$ cat src/rtl/sfx_sequencer.sv
`timescale 1ns/1ps
`default_nettype none
// ============================================================================
// Module      : sfx_sequencer
// Description : Square-wave sound-effect player. A rising edge on trigger
//               plays up to NUM_NOTES notes of NOTE_LEN cycles each. Every
//               note has its own half-period (0 = rest). The note table and
//               length are latched at start.
//               Optional feature macro: SFX_LOOP_EN (adds the loop input;
//               when high at the end of the last note the sequence repeats).
// Revision    : 1.0 - initial release
// ============================================================================
module sfx_sequencer #(
    parameter int NUM_NOTES = 4,
    parameter int HP_W      = 17,
    parameter int NOTE_LEN  = 3125000,
    parameter int LEN_W     = $clog2(NUM_NOTES) + 1,
    parameter int RETRIGGER = 1
) (
    input  logic                      clk,
    input  logic                      reset,
`ifdef SFX_LOOP_EN
    input  logic                      loop,
`endif
    input  logic                      trigger,
    input  logic [NUM_NOTES*HP_W-1:0] note_half_period,
    input  logic [LEN_W-1:0]          seq_len,
    output logic                      sound_out,
    output logic                      busy,
    output logic                      done
);

    localparam int DUR_W = $clog2(NOTE_LEN);

    localparam logic [DUR_W-1:0] c_DUR_LAST = DUR_W'(NOTE_LEN - 1);
    localparam logic [DUR_W-1:0] c_DUR_ONE  = DUR_W'(1);
    localparam logic [LEN_W-1:0] c_MAX_LEN  = LEN_W'(NUM_NOTES);
    localparam logic [LEN_W-1:0] c_LEN_ONE  = LEN_W'(1);
    localparam logic [HP_W-1:0]  c_HP_ONE   = HP_W'(1);

    typedef enum logic [0:0] {
        S_IDLE = 1'b0,
        S_PLAY = 1'b1
    } state_t;

    state_t                    state_q, state_d;
    logic                      trig_q;
    logic                      armed_q, armed_d;
    logic [NUM_NOTES*HP_W-1:0] table_q, table_d;
    logic [LEN_W-1:0]          len_q, len_d;
    logic [LEN_W-1:0]          note_idx_q, note_idx_d;
    logic [DUR_W-1:0]          dur_cnt_q, dur_cnt_d;
    logic [HP_W-1:0]           tone_cnt_q, tone_cnt_d;
    logic                      sound_q, sound_d;
    logic                      busy_q, busy_d;
    logic                      done_q, done_d;

    logic                      w_rise;
    logic                      w_can_start;
    logic                      w_do_start;
    logic                      w_loop;
    logic                      w_dur_end;
    logic                      w_last_note;
    logic [LEN_W-1:0]          w_len_in;
    logic [LEN_W-1:0]          w_idx_nxt;
    logic [HP_W-1:0]           w_cur_hp;
    logic [HP_W-1:0]           w_nxt_hp;

`ifdef SFX_LOOP_EN
    assign w_loop = loop;
`else
    assign w_loop = 1'b0;
`endif

    // armed_q blocks a "rise" caused purely by reset clearing the edge
    // register while trigger is still held high: trigger must be seen low
    // after reset before a new edge counts.
    assign w_rise      = trigger & ~trig_q & armed_q;
    assign w_can_start = w_rise & (seq_len != '0);
    assign w_len_in    = (seq_len > c_MAX_LEN) ? c_MAX_LEN : seq_len;
    assign w_dur_end   = (dur_cnt_q == c_DUR_LAST);
    assign w_last_note = (note_idx_q == (len_q - c_LEN_ONE));
    assign w_idx_nxt   = note_idx_q + c_LEN_ONE;

    // Select half-periods of the current and the following latched note.
    always_comb begin
        w_cur_hp = '0;
        w_nxt_hp = '0;
        for (int i = 0; i < NUM_NOTES; i++) begin
            if (note_idx_q == LEN_W'(i)) begin
                w_cur_hp = table_q[i*HP_W +: HP_W];
            end
            if (w_idx_nxt == LEN_W'(i)) begin
                w_nxt_hp = table_q[i*HP_W +: HP_W];
            end
        end
    end

    // Next-state logic: start/restart, tone generation, note sequencing.
    always_comb begin
        state_d    = state_q;
        armed_d    = armed_q | ~trigger;
        table_d    = table_q;
        len_d      = len_q;
        note_idx_d = note_idx_q;
        dur_cnt_d  = dur_cnt_q;
        tone_cnt_d = tone_cnt_q;
        sound_d    = sound_q;
        busy_d     = busy_q;
        done_d     = 1'b0;
        w_do_start = 1'b0;

        case (state_q)
            S_IDLE: begin
                if (w_can_start) begin
                    w_do_start = 1'b1;
                end
            end
            S_PLAY: begin
                if (w_dur_end && w_last_note) begin
                    // Natural completion: a coincident rise starts a fresh
                    // sequence but the finished one still reports done.
                    if (w_can_start) begin
                        w_do_start = 1'b1;
                        done_d     = 1'b1;
                    end else if (w_loop) begin
                        note_idx_d = '0;
                        dur_cnt_d  = '0;
                        tone_cnt_d = '0;
                        sound_d    = (table_q[HP_W-1:0] != '0);
                    end else begin
                        state_d    = S_IDLE;
                        busy_d     = 1'b0;
                        sound_d    = 1'b0;
                        dur_cnt_d  = '0;
                        tone_cnt_d = '0;
                        done_d     = 1'b1;
                    end
                end else if (w_can_start && (RETRIGGER != 0)) begin
                    w_do_start = 1'b1;
                end else if (w_dur_end) begin
                    // Every note begins on its high phase.
                    note_idx_d = w_idx_nxt;
                    dur_cnt_d  = '0;
                    tone_cnt_d = '0;
                    sound_d    = (w_nxt_hp != '0);
                end else begin
                    dur_cnt_d = dur_cnt_q + c_DUR_ONE;
                    if (w_cur_hp != '0) begin
                        if (tone_cnt_q == (w_cur_hp - c_HP_ONE)) begin
                            tone_cnt_d = '0;
                            sound_d    = ~sound_q;
                        end else begin
                            tone_cnt_d = tone_cnt_q + c_HP_ONE;
                        end
                    end else begin
                        sound_d = 1'b0;
                    end
                end
            end
            default: begin
                state_d = S_IDLE;
            end
        endcase

        if (w_do_start) begin
            state_d    = S_PLAY;
            table_d    = note_half_period;
            len_d      = w_len_in;
            note_idx_d = '0;
            dur_cnt_d  = '0;
            tone_cnt_d = '0;
            busy_d     = 1'b1;
            sound_d    = (note_half_period[HP_W-1:0] != '0);
        end
    end

    // State and datapath registers with synchronous reset.
    always_ff @(posedge clk) begin
        if (reset) begin
            state_q    <= S_IDLE;
            trig_q     <= 1'b0;
            armed_q    <= 1'b0;
            table_q    <= '0;
            len_q      <= '0;
            note_idx_q <= '0;
            dur_cnt_q  <= '0;
            tone_cnt_q <= '0;
            sound_q    <= 1'b0;
            busy_q     <= 1'b0;
            done_q     <= 1'b0;
        end else begin
            state_q    <= state_d;
            trig_q     <= trigger;
            armed_q    <= armed_d;
            table_q    <= table_d;
            len_q      <= len_d;
            note_idx_q <= note_idx_d;
            dur_cnt_q  <= dur_cnt_d;
            tone_cnt_q <= tone_cnt_d;
            sound_q    <= sound_d;
            busy_q     <= busy_d;
            done_q     <= done_d;
        end
    end

    assign sound_out = sound_q;
    assign busy      = busy_q;
    assign done      = done_q;

endmodule
`default_nettype wire

$ cat config.mk
export PLATFORM = sky130hd
export DESIGN_NAME = sfx_sequencer
export DESIGN_NICKNAME = d
export VERILOG_FILES = /design/src/rtl/sfx_sequencer.sv
export SDC_FILE = /design/constraint.sdc
export NUM_CORES = 1
export LEC_CHECK = 0
export ABC_AREA = 1
export CORE_ASPECT_RATIO = 0.7
export CORE_UTILIZATION = 60
export DETAILED_ROUTE_END_ITERATION = 16
export PLACE_DENSITY = 0.84
export SYNTH_ARGS = -nofsm -noshare
export SYNTH_HDL_FRONTEND = slang
export SYNTH_SLANG_ARGS = --single-unit
$ cat constraint.sdc
create_clock -name clk -period 7.28 [get_ports clk]
set_clock_uncertainty 0.2 [all_clocks]
set_input_delay 0.728 -clock clk [delete_from_list [all_inputs] [get_ports clk]]
set_output_delay 0.728 -clock clk [all_outputs]
set_load 0.02 [all_outputs]
==> results.json, run 1 <==
{
  "maxSlewHeadroom": 0.418,
  "cts_buffer_depth": 2,
  "avgSynthCellArea_sq_um": 6.55,
  "synth_commonest_cells": "nand2_1 (198), nor2_1 (147), inv_1 (135)",
  "clock-sinks": 119,
  "fin_crit_sh": 0.613,
  "critPathMaxFanout": 21,
  "crit_type": "flip-flop to flip-flop",
  "rows": 32,
  "die-area_sq_mm": 0.0117,
  "yosysWarnings": 0,
  "synth_top_cell_by_area": "dfxtp_1",
  "fill_cells": 887,
  "ir_drop_v": 0.000172,
  "wl_per_cell_um": 15.3,
  "numPortBuffers": 76,
  "register_area_sq_mm": 0.00238,
  "ys_types": 49,
  "ioPinCount": 77,
  "fp.dieW_um": 129,
  "multiInputGateArea_sq_mm": 0.00369,
  "setup_ws_ns": 2.82,
  "grt_max_degree": 108,
  "ys_ff_latch": 119,
  "ant_nets": 0,
  "status": "finished, final reports clean",
  "dp_cells": 1231,
  "fmax_ghz": 0.224,
  "rsz0062_at_grt": "false",
  "ctsResizeCount": 0,
  "setup_tns_ns": 0,
  "tightest_slew_ns": 0.873,
  "area_delta_synth_final_pct": 20.7,
  "synthTopCellsByArea": "dfxtp_1 (35%), nand2_1 (11%), nor2_1 (8.1%)",
  "syn_inst": 1035,
  "antenna_found_initial": 0,
  "ys.flop_type": "dfxtp_1",
  "crit_path_start_kind": "flip-flop",
  "syn_area_sq_mm": 0.00678,
  "power_density_mw_per_mm2": 221,
  "drt_iter0_drc": 772,
  "cp.required_ns": 7.44,
  "hold_buffers": 0,
  "finalSetupViolations": 0,
  "grt_pass1_wl_um": 31400,
  "fin_total_pwr_mw": 1.81,
  "grt_pass1_vias": 6390,
  "final_nets": 1181,
  "first_pass_iters": 6,
  "start_util": 0.616,
  "clkSlewWorstSetupHoldPaths_ns": 0.06,
  "fin_crit_ns": 4.46,
  "clk-insertion-delay-late_ns": 0.42,
  "placeableCoreArea_sq_mm": 0.0110,
  "drt_wl_total_um": 19300,
  "num_antenna_cells": 0,
  "gp_congestion": 0.973,
  "synth_edf_count": 0,
  "fin_cells": 1263,
  "dpl.hpwl_um": 13600,
  "final_hold_viol_count": 0,
  "vias_per_cell": 5.65,
  "cts_tree": "done",
  "cap_violations": 0,
  "leakage_nw": 3.38,
  "track_usage": 0.346,
  "yosysMostFrequentCell": "nand2_1",
  "hold_path_class": "flip-flop to flip-flop",
  "drcViolationCount": 0,
  "pre_cts_ws_ns": 2.94,
  "root_buffer": "clkbuf_16",
  "syn_nets": 1119,
  "postCtsSetupBuffers": 0,
  "synth_seq_area_share": 0.351,
  "cts_max_level": 4,
  "grt_overflow_total": 0,
  "drv_slew": 0,
  "synthArstFlopShare": 0,
  "drive_above_1_share": 0.0559,
  "via_count": 7138,
  "yosys.area.top_type_share": 0.351,
  "crit_path_end_kind": "flip-flop",
  "cts_inserted_buffers": 17,
  "crit_arrival_ns": 4.62,
  "die_y_um": 91.0
}
[routing by layer]
metal / part of all wire / vias up / global-route usage
met5: 0 / - / 0
met4: 0.020 / 0 / 0.0990
met3: 0.11 / 42 / 0.0919
met2: 0.40 / 372 / 0.497
met1: 0.47 / 3216 / 0.503
li1: - / 3508 / -
[layout by cell type (no fill, tap or decap), types with 5 or more instances in the layout]
| cell type | Yosys | layout |
|---|---|---|
| nand2_1 | 198 | 198 |
| nor2_1 | 147 | 147 |
| inv_1 | 135 | 135 |
| dfxtp_1 | 119 | 119 |
| o21ai_0 | 86 | 86 |
| clkdlybuf4s50_1 | 0 | 76 |
| a21oi_1 | 62 | 62 |
| nand3_1 | 53 | 53 |
| nand4_1 | 37 | 37 |
| nor3_1 | 24 | 24 |
| xor2_1 | 24 | 24 |
| nor4_1 | 18 | 18 |
| clkbuf_16 | 0 | 17 |
| ha_1 | 10 | 10 |
| nor2_2 | 7 | 7 |
| o21ai_1 | 7 | 7 |
| inv_2 | 6 | 6 |
| nand3b_1 | 6 | 6 |
| nor3b_1 | 6 | 6 |
| o211ai_1 | 5 | 5 |
| o21bai_1 | 5 | 5 |
| clkinvlp_4 | 0 | 5 |
[sequential cells by signal, indices dropped and copies added (netlist names)]
name	flops
len_q	3
trig_q	1
state_q	1
tone_cnt_q	17
sound_out	1
busy	1
table_q	68
dur_cnt_q	22
armed_q	1
done	1
note_idx_q	3
[through the flow]
| stage | hold WS (ns) | utilization | instance area [sq um] |
|---|---|---|---|
| 6_report | 0.275 | 0.744 | 8190 |
| 5_1_grt | 0.287 | 0.744 | 8190 |
| 4_1_cts | 0.271 | 0.744 | 8190 |
| 3_5_place_dp | 0.262 | 0.690 | 7590 |
| 3_3_place_gp | 0.259 | 0.690 | 7590 |
| 2_1_floorplan | 0.234 | - | 6780 |
[area by class of cell]
| type | instances | area share |
|---|---|---|
| Clock inverter | 10 | 0.0147 |
| Multi-Input combinational cell | 736 | 0.451 |
| Tap cell | 153 | 0.0234 |
| Timing Repair Buffer | 80 | 0.0966 |
| Sequential cell | 119 | 0.291 |
| Clock buffer | 22 | 0.0579 |
| Inverter | 143 | 0.0656 |
[cell families (layout without fill, tap and decap cells)]
logic type	Yosys count	in the layout	synth area share
compound gates	185	185	0.150
xor+xnor	27	27	0.0349
fa+ha+maj	10	10	0.0184
buf+inv	180	255	0.105
flops	119	119	0.351
simple gates	514	514	0.341
[report_power, final]
| group | leakage (nW) | internal, mW | switching, mW |
|---|---|---|---|
| logic | 2.14 | 0.107 | 0.159 |
| registers | 0.968 | 0.677 | 0.0221 |
| clock network | 0.275 | 0.531 | 0.310 |
| total | 3.38 | 1.32 | 0.491 |
[final timing paths]
kind,startpoint,slack [ns],to,cells after the start
worst max-delay path,note_idx_q[0],2.82,tone_cnt_q[10],21
worst min register to register,armed_q,0.28,armed_q,2
worst min-delay path,armed_q,0.28,armed_q,2
worst max register to register,note_idx_q[0],2.82,tone_cnt_q[10],21
[worst max-delay path: stages, from the launching register on]
cell      delay [ns]
dfxtp_1         0.45
ha_1            0.20
ha_1            0.53
inv_2           0.25
o21ai_0         0.14
inv_1           0.07
nand2_1         0.07
nand2_1         0.09
inv_2           0.12
ha_1            0.20
nand3_1         0.10
nor2_2          0.16
inv_1           0.09
nor2_1          0.18
nand2_1         0.10
nor2_1          0.14
nand2_1         0.09
nand2_1         0.57
inv_2           0.29
o21ai_0         0.15
o211ai_1        0.11
nor2_1          0.11
(Power assumes the default switching activity.)
==> run 2, diff against run 1 <==
- CORE_UTILIZATION: 60 -> 57
- PLACE_DENSITY: 0.84 -> 0.81
- clock period: 7.28 -> 4.2 ns (I/O delays scaled with it)
==> results.json, run 2 (synthesized netlist as in run 1, its figures left out) <==
{
  "drv_slew": 0,
  "antenna_found_initial": 0,
  "grt_overflow_total": 0,
  "cap_violations": 0,
  "crit_path_start_kind": "flip-flop",
  "mostFrequentLayoutCells": "nand2_1 (197), nor2_1 (147), inv_1 (135), dfxtp_1 (119), o21ai_0 (86)",
  "largestRegisters": "table_q: 68 flops, dur_cnt_q: 22 flops, tone_cnt_q: 17 flops",
  "drive_above_1_share": 0.0620,
  "fin_cells": 1266,
  "p_sw_mw": 0.873,
  "fill_cells": 974,
  "clkSlewWorstSetupHoldPaths_ns": 0.05,
  "swShare": 0.271,
  "status": "finished, final reports clean",
  "postCtsSetupBuffers": 0,
  "power_density_mw_per_mm2": 390,
  "crit_path_end_kind": "flip-flop",
  "via_count": 7050,
  "final_nets": 1184,
  "ir_drop_v": 0.000302,
  "top_register": "table_q",
  "mostFrequentLayoutCell": "nand2_1",
  "power.share.combinational": 0.142,
  "cts_buffer_depth": 2,
  "ioPinCount": 77,
  "drcViolationCount": 0,
  "placeableCoreArea_sq_mm": 0.0113,
  "critPathMaxFanout": 16,
  "fin_crit_sh": 0.883,
  "largest_register_ffs": 68,
  "setup_tns_ns": 0,
  "cp.required_ns": 4.30,
  "clk-insertion-delay-late_ns": 0.42,
  "pwr-share-seq": 0.376,
  "final_area_sq_mm": 0.00825,
  "drt_iter0_drc": 810,
  "fin_total_pwr_mw": 3.22,
  "fin_util": 0.731,
  "fin_hold_ws_ns": 0.274,
  "first_pass_iters": 5,
  "fp.dieW_um": 132,
  "crit_arrival_ns": 3.81,
  "vias_per_cell": 5.57,
  "gp_congestion": 1.01,
  "dpl.hpwl_um": 14200,
  "num_antenna_cells": 0,
  "leakage_nw": 3.43,
  "tightest_slew_ns": 0.776,
  "crit_type": "flip-flop to flip-flop",
  "ant_nets": 0,
  "internal_power_mw": 2.35,
  "area_delta_synth_final_pct": 21.7,
  "wl_per_cell_um": 15.3,
  "grt_max_degree": 98,
  "grt_pass1_vias": 6554,
  "clock-sinks": 119,
  "start_util": 0.601,
  "cts_inserted_buffers": 17,
  "cts_tree": "done",
  "p_clk_frac": 0.482,
  "setup_ws_ns": 0.491,
  "numPortBuffers": 76,
  "grt_pass1_wl_um": 32600,
  "final_hold_viol_count": 0,
  "rows": 32,
  "die-area_sq_mm": 0.0123,
  "rsz0062_at_grt": "false",
  "placed_cell_area_sq_mm": 0.00761,
  "r2r_slack_ns": 0.49,
  "dp_cells": 1234,
  "maxSlewHeadroom": 0.483,
  "pre_cts_ws_ns": 0.268,
  "root_buffer": "clkbuf_16",
  "die_y_um": 93.3,
  "fmax_ghz": 0.270,
  "drt_wl_total_um": 19300,
  "track_usage": 0.334,
  "finalSetupViolations": 0,
  "cts_max_level": 4,
  "fin_crit_ns": 3.71,
  "hold_path_class": "flip-flop to flip-flop"
}
-- run 2: cell count changes in the layout (fill, tap and decap cells not counted), sizes merged --
| cell | before | now |
|---|---|---|
| inv | 142 | 146 |
| bufinv | 2 | 3 |
| buf | 4 | 7 |
| clkinvlp | 5 | 2 |
| clkbuf | 22 | 20 |
-- run 2: layout make-up --
cell class	instances	area, sq um	share of cell area
Clock buffer	20	467	0.0565
Clock inverter	12	163	0.0197
Inverter	143	537	0.0650
Multi-Input combinational cell	736	3700	0.448
Sequential cell	119	2380	0.289
Tap cell	153	191	0.0232
Timing Repair Buffer	83	813	0.0985
-- run 2: repair_timing --
item / CTS / global route
endpoints found under the setup margin: 0 / 17
hold buffers: 0 / 0
gates resized for setup: 0 / 3
-- run 2: routing by layer --
metal / share of wire / GRT usage / wire, um / up-vias
met5: 0 / 0 / 0 / -
li1: - / - / - / 3518
met3: 0.10 / 0.0932 / 1930 / 26
met4: 0.011 / 0.0776 / 205 / 0
met1: 0.50 / 0.486 / 9580 / 3203
met2: 0.39 / 0.484 / 7620 / 303
-- run 2: power by group through the flow --
stage               Combinational, mW  Sequential, mW  Clock [mW]
finish                          0.459            1.21        1.55
global route                    0.516            1.21        1.62
CTS                             0.447            1.21        1.56
detailed placement              0.442            1.23           0
global placement                0.437            1.23           0
floorplan                       0.292            1.22           0
-- run 2: worst paths after layout --
path	cells after the start	from	to
worst max-delay path	24	note_idx_q[0]	sound_out
worst min register to register	2	table_q[61]	table_q[61]
worst min-delay path	2	table_q[61]	table_q[61]
worst max register to register	24	note_idx_q[0]	sound_out
-- run 2: worst max-delay path, cell delays in order (launching register included) --
cell and delay (ns):
dfxtp_1 0.37, inv_1 0.13, ha_1 0.22, inv_1 0.10, nor2_2 0.48, nand3_1 0.15
nand3_1 0.10, nand2_1 0.06, nand2_1 0.11, inv_2 0.08, ha_1 0.23, nand3_1 0.11
nor2_2 0.06, nand2_2 0.13, nor2_4 0.06, nand3b_1 0.13, nand2_1 0.09, nor2_1 0.10
nand2_1 0.08, nor2_2 0.15, nand3_4 0.16, nand2_1 0.12, nand3_1 0.07, nand2_1 0.06
nor2_1 0.04
==> run 3, diff against run 2 <==
- CORE_ASPECT_RATIO: 0.7 -> 0.75
- CTS_CLUSTER_DIAMETER: not set -> 150
==> results.json, run 3 (synthesized netlist as in run 1, its figures left out) <==
{
  "cts_max_level": 4,
  "via_count": 7125,
  "root_buffer": "clkbuf_16",
  "first_pass_iters": 7,
  "setup_tns_ns": 0,
  "rows": 34,
  "final_area_sq_mm": 0.00824,
  "drt_wl_total_um": 18800,
  "die_y_um": 96.5,
  "reg2reg_to": "sound_out",
  "drt_iter0_drc": 673,
  "fin_crit_ns": 3.72,
  "ioPinCount": 77,
  "critPathSlowestCell": "nor2_2",
  "hold-path-endpoint": "table_q[54]",
  "grt_max_degree": 107,
  "fp.dieW_um": 128,
  "crit_arrival_ns": 3.82,
  "p_sw_mw": 0.864,
  "placed_cell_area_sq_mm": 0.00765,
  "status": "finished, final reports clean",
  "crit_type": "flip-flop to flip-flop",
  "ant_nets": 0,
  "critPathMaxFanout": 16,
  "postCtsSetupBuffers": 0,
  "final_nets": 1187,
  "area_delta_synth_final_pct": 21.5,
  "min_from": "table_q[54]",
  "drcViolationCount": 0,
  "fin_crit_sh": 0.885,
  "clk-insertion-delay-late_ns": 0.42,
  "rsz0062_at_grt": "false",
  "mostFrequentLayoutCell": "nand2_1",
  "leakage_nw": 3.42,
  "drv_slew": 0,
  "numPortBuffers": 76,
  "hold_buffers": 0,
  "largest_register_ffs": 68,
  "dpl.hpwl_um": 13800,
  "cap_violations": 0,
  "tightest_slew_ns": 0.878,
  "ff2ff_path_depth": 24,
  "antenna_found_initial": 0,
  "final_hold_viol_count": 0,
  "fmax_ghz": 0.269,
  "finalSetupViolations": 0,
  "worstReg2RegStart": "note_idx_q[0]",
  "cts_inserted_buffers": 17,
  "vias_per_cell": 5.58,
  "hold_path_class": "flip-flop to flip-flop",
  "p_clk_frac": 0.465,
  "drive_above_1_share": 0.0627,
  "clock-sinks": 119,
  "crit_path_start_kind": "flip-flop",
  "clkSlewWorstSetupHoldPaths_ns": 0.05,
  "crit_top_cell": "nand2_1",
  "grt_overflow_total": 0,
  "num_antenna_cells": 0,
  "start_util": 0.584,
  "crit_path_end_kind": "flip-flop",
  "wl_per_cell_um": 14.7,
  "largestRegisters": "table_q: 68 flops, dur_cnt_q: 22 flops, tone_cnt_q: 17 flops",
  "maxSlewHeadroom": 0.415,
  "die-area_sq_mm": 0.0123,
  "ir_drop_v": 0.000340,
  "internal_power_mw": 2.26,
  "cts_buffer_depth": 2,
  "pwr-share-seq": 0.388,
  "power_density_mw_per_mm2": 379,
  "cp.required_ns": 4.30,
  "r2r_slack_ns": 0.48,
  "top_register": "table_q",
  "hold_depth": 2,
  "grt_pass1_wl_um": 30300,
  "power.share.combinational": 0.148,
  "track_usage": 0.315,
  "cpPeakStageDelay_ns": 0.46,
  "placeableCoreArea_sq_mm": 0.0116,
  "crit_chain": "inv_1, ha_1, inv_1, nor2_2, nand3_1, nand3_1, nand2_1, nand2_1, inv_2, ha_1, nand3_1, nor2_2, nand2_2, nor2_4, nand3b_1, nand2_1, nor2_1, nand2_1, nor2_2, nand3_4, nand2_1, nand3_1, nand2_1, nor2_1",
  "gp_congestion": 0.973,
  "cts_tree": "done",
  "fin_total_pwr_mw": 3.12,
  "swShare": 0.277,
  "mostFrequentLayoutCells": "nand2_1 (197), nor2_1 (147), inv_1 (135), dfxtp_1 (119), o21ai_0 (86)",
  "grt_pass1_vias": 6121
}
-- run 3: cell type report --
class	count	area, sq um
Sequential cell	119	2380
Inverter	143	537
Fill cell	988	3370
Multi-Input combinational cell	736	3690
Clock inverter	13	145
Clock buffer	19	443
Timing Repair Buffer	86	836
Tap cell	162	203
-- run 3: power by group through the flow --
stage	logic, mW	clock network (mW)	registers (mW)
4_1_cts	0.452	1.46	1.21
3_3_place_gp	0.441	0	1.23
3_5_place_dp	0.446	0	1.23
5_1_grt	0.516	1.51	1.21
6_report	0.461	1.45	1.21
2_1_floorplan	0.292	0	1.22
-- run 3: through the flow --
stage	std cells	hold WS, ns	utilization	setup slack, ns
after floorplan	1035	0.234	-	1.05
after global placement	1246	0.252	0.659	0.631
after detailed placement	1246	0.260	0.659	0.431
after CTS	1278	0.268	0.709	0.401
after global routing	1278	0.295	0.709	0.156
final	1278	0.270	0.709	0.482
-- run 3: worst max-delay path by stage --
stage,slack [ns],to,from
after floorplan,1.05,sound_out,note_idx_q[0]
after global placement,0.63,tone_cnt_q[10],note_idx_q[1]
after detailed placement,0.43,tone_cnt_q[10],note_idx_q[0]
after CTS,0.40,tone_cnt_q[10],note_idx_q[0]
after global routing,0.16,tone_cnt_q[10],note_idx_q[0]
final,0.48,sound_out,note_idx_q[0]
-- run 3: critical path: cells and delay by family, from the launching register on --
family / cells / cell delay (ns)
AND/OR/NAND/NOR: 19 / 2.28
adder cells (fa/ha/maj): 2 / 0.45
flip-flops: 1 / 0.37
buffers and inverters: 3 / 0.31
-- run 3: repair_timing --
item	4_1_cts	5_1_grt
setup endpoints to repair	0	5
hold endpoints to repair	0	0
gates resized for setup	0	1
-- run 3: routing by layer --
metal  vias to the layer above  routed length (um)  track usage
met2                       296                7680        0.469
met3                        23                1780       0.0600
met4                         0                 245       0.0863
met5                         -                   0            0
li1                       3539                   -            -
met1                      3267                9110        0.461
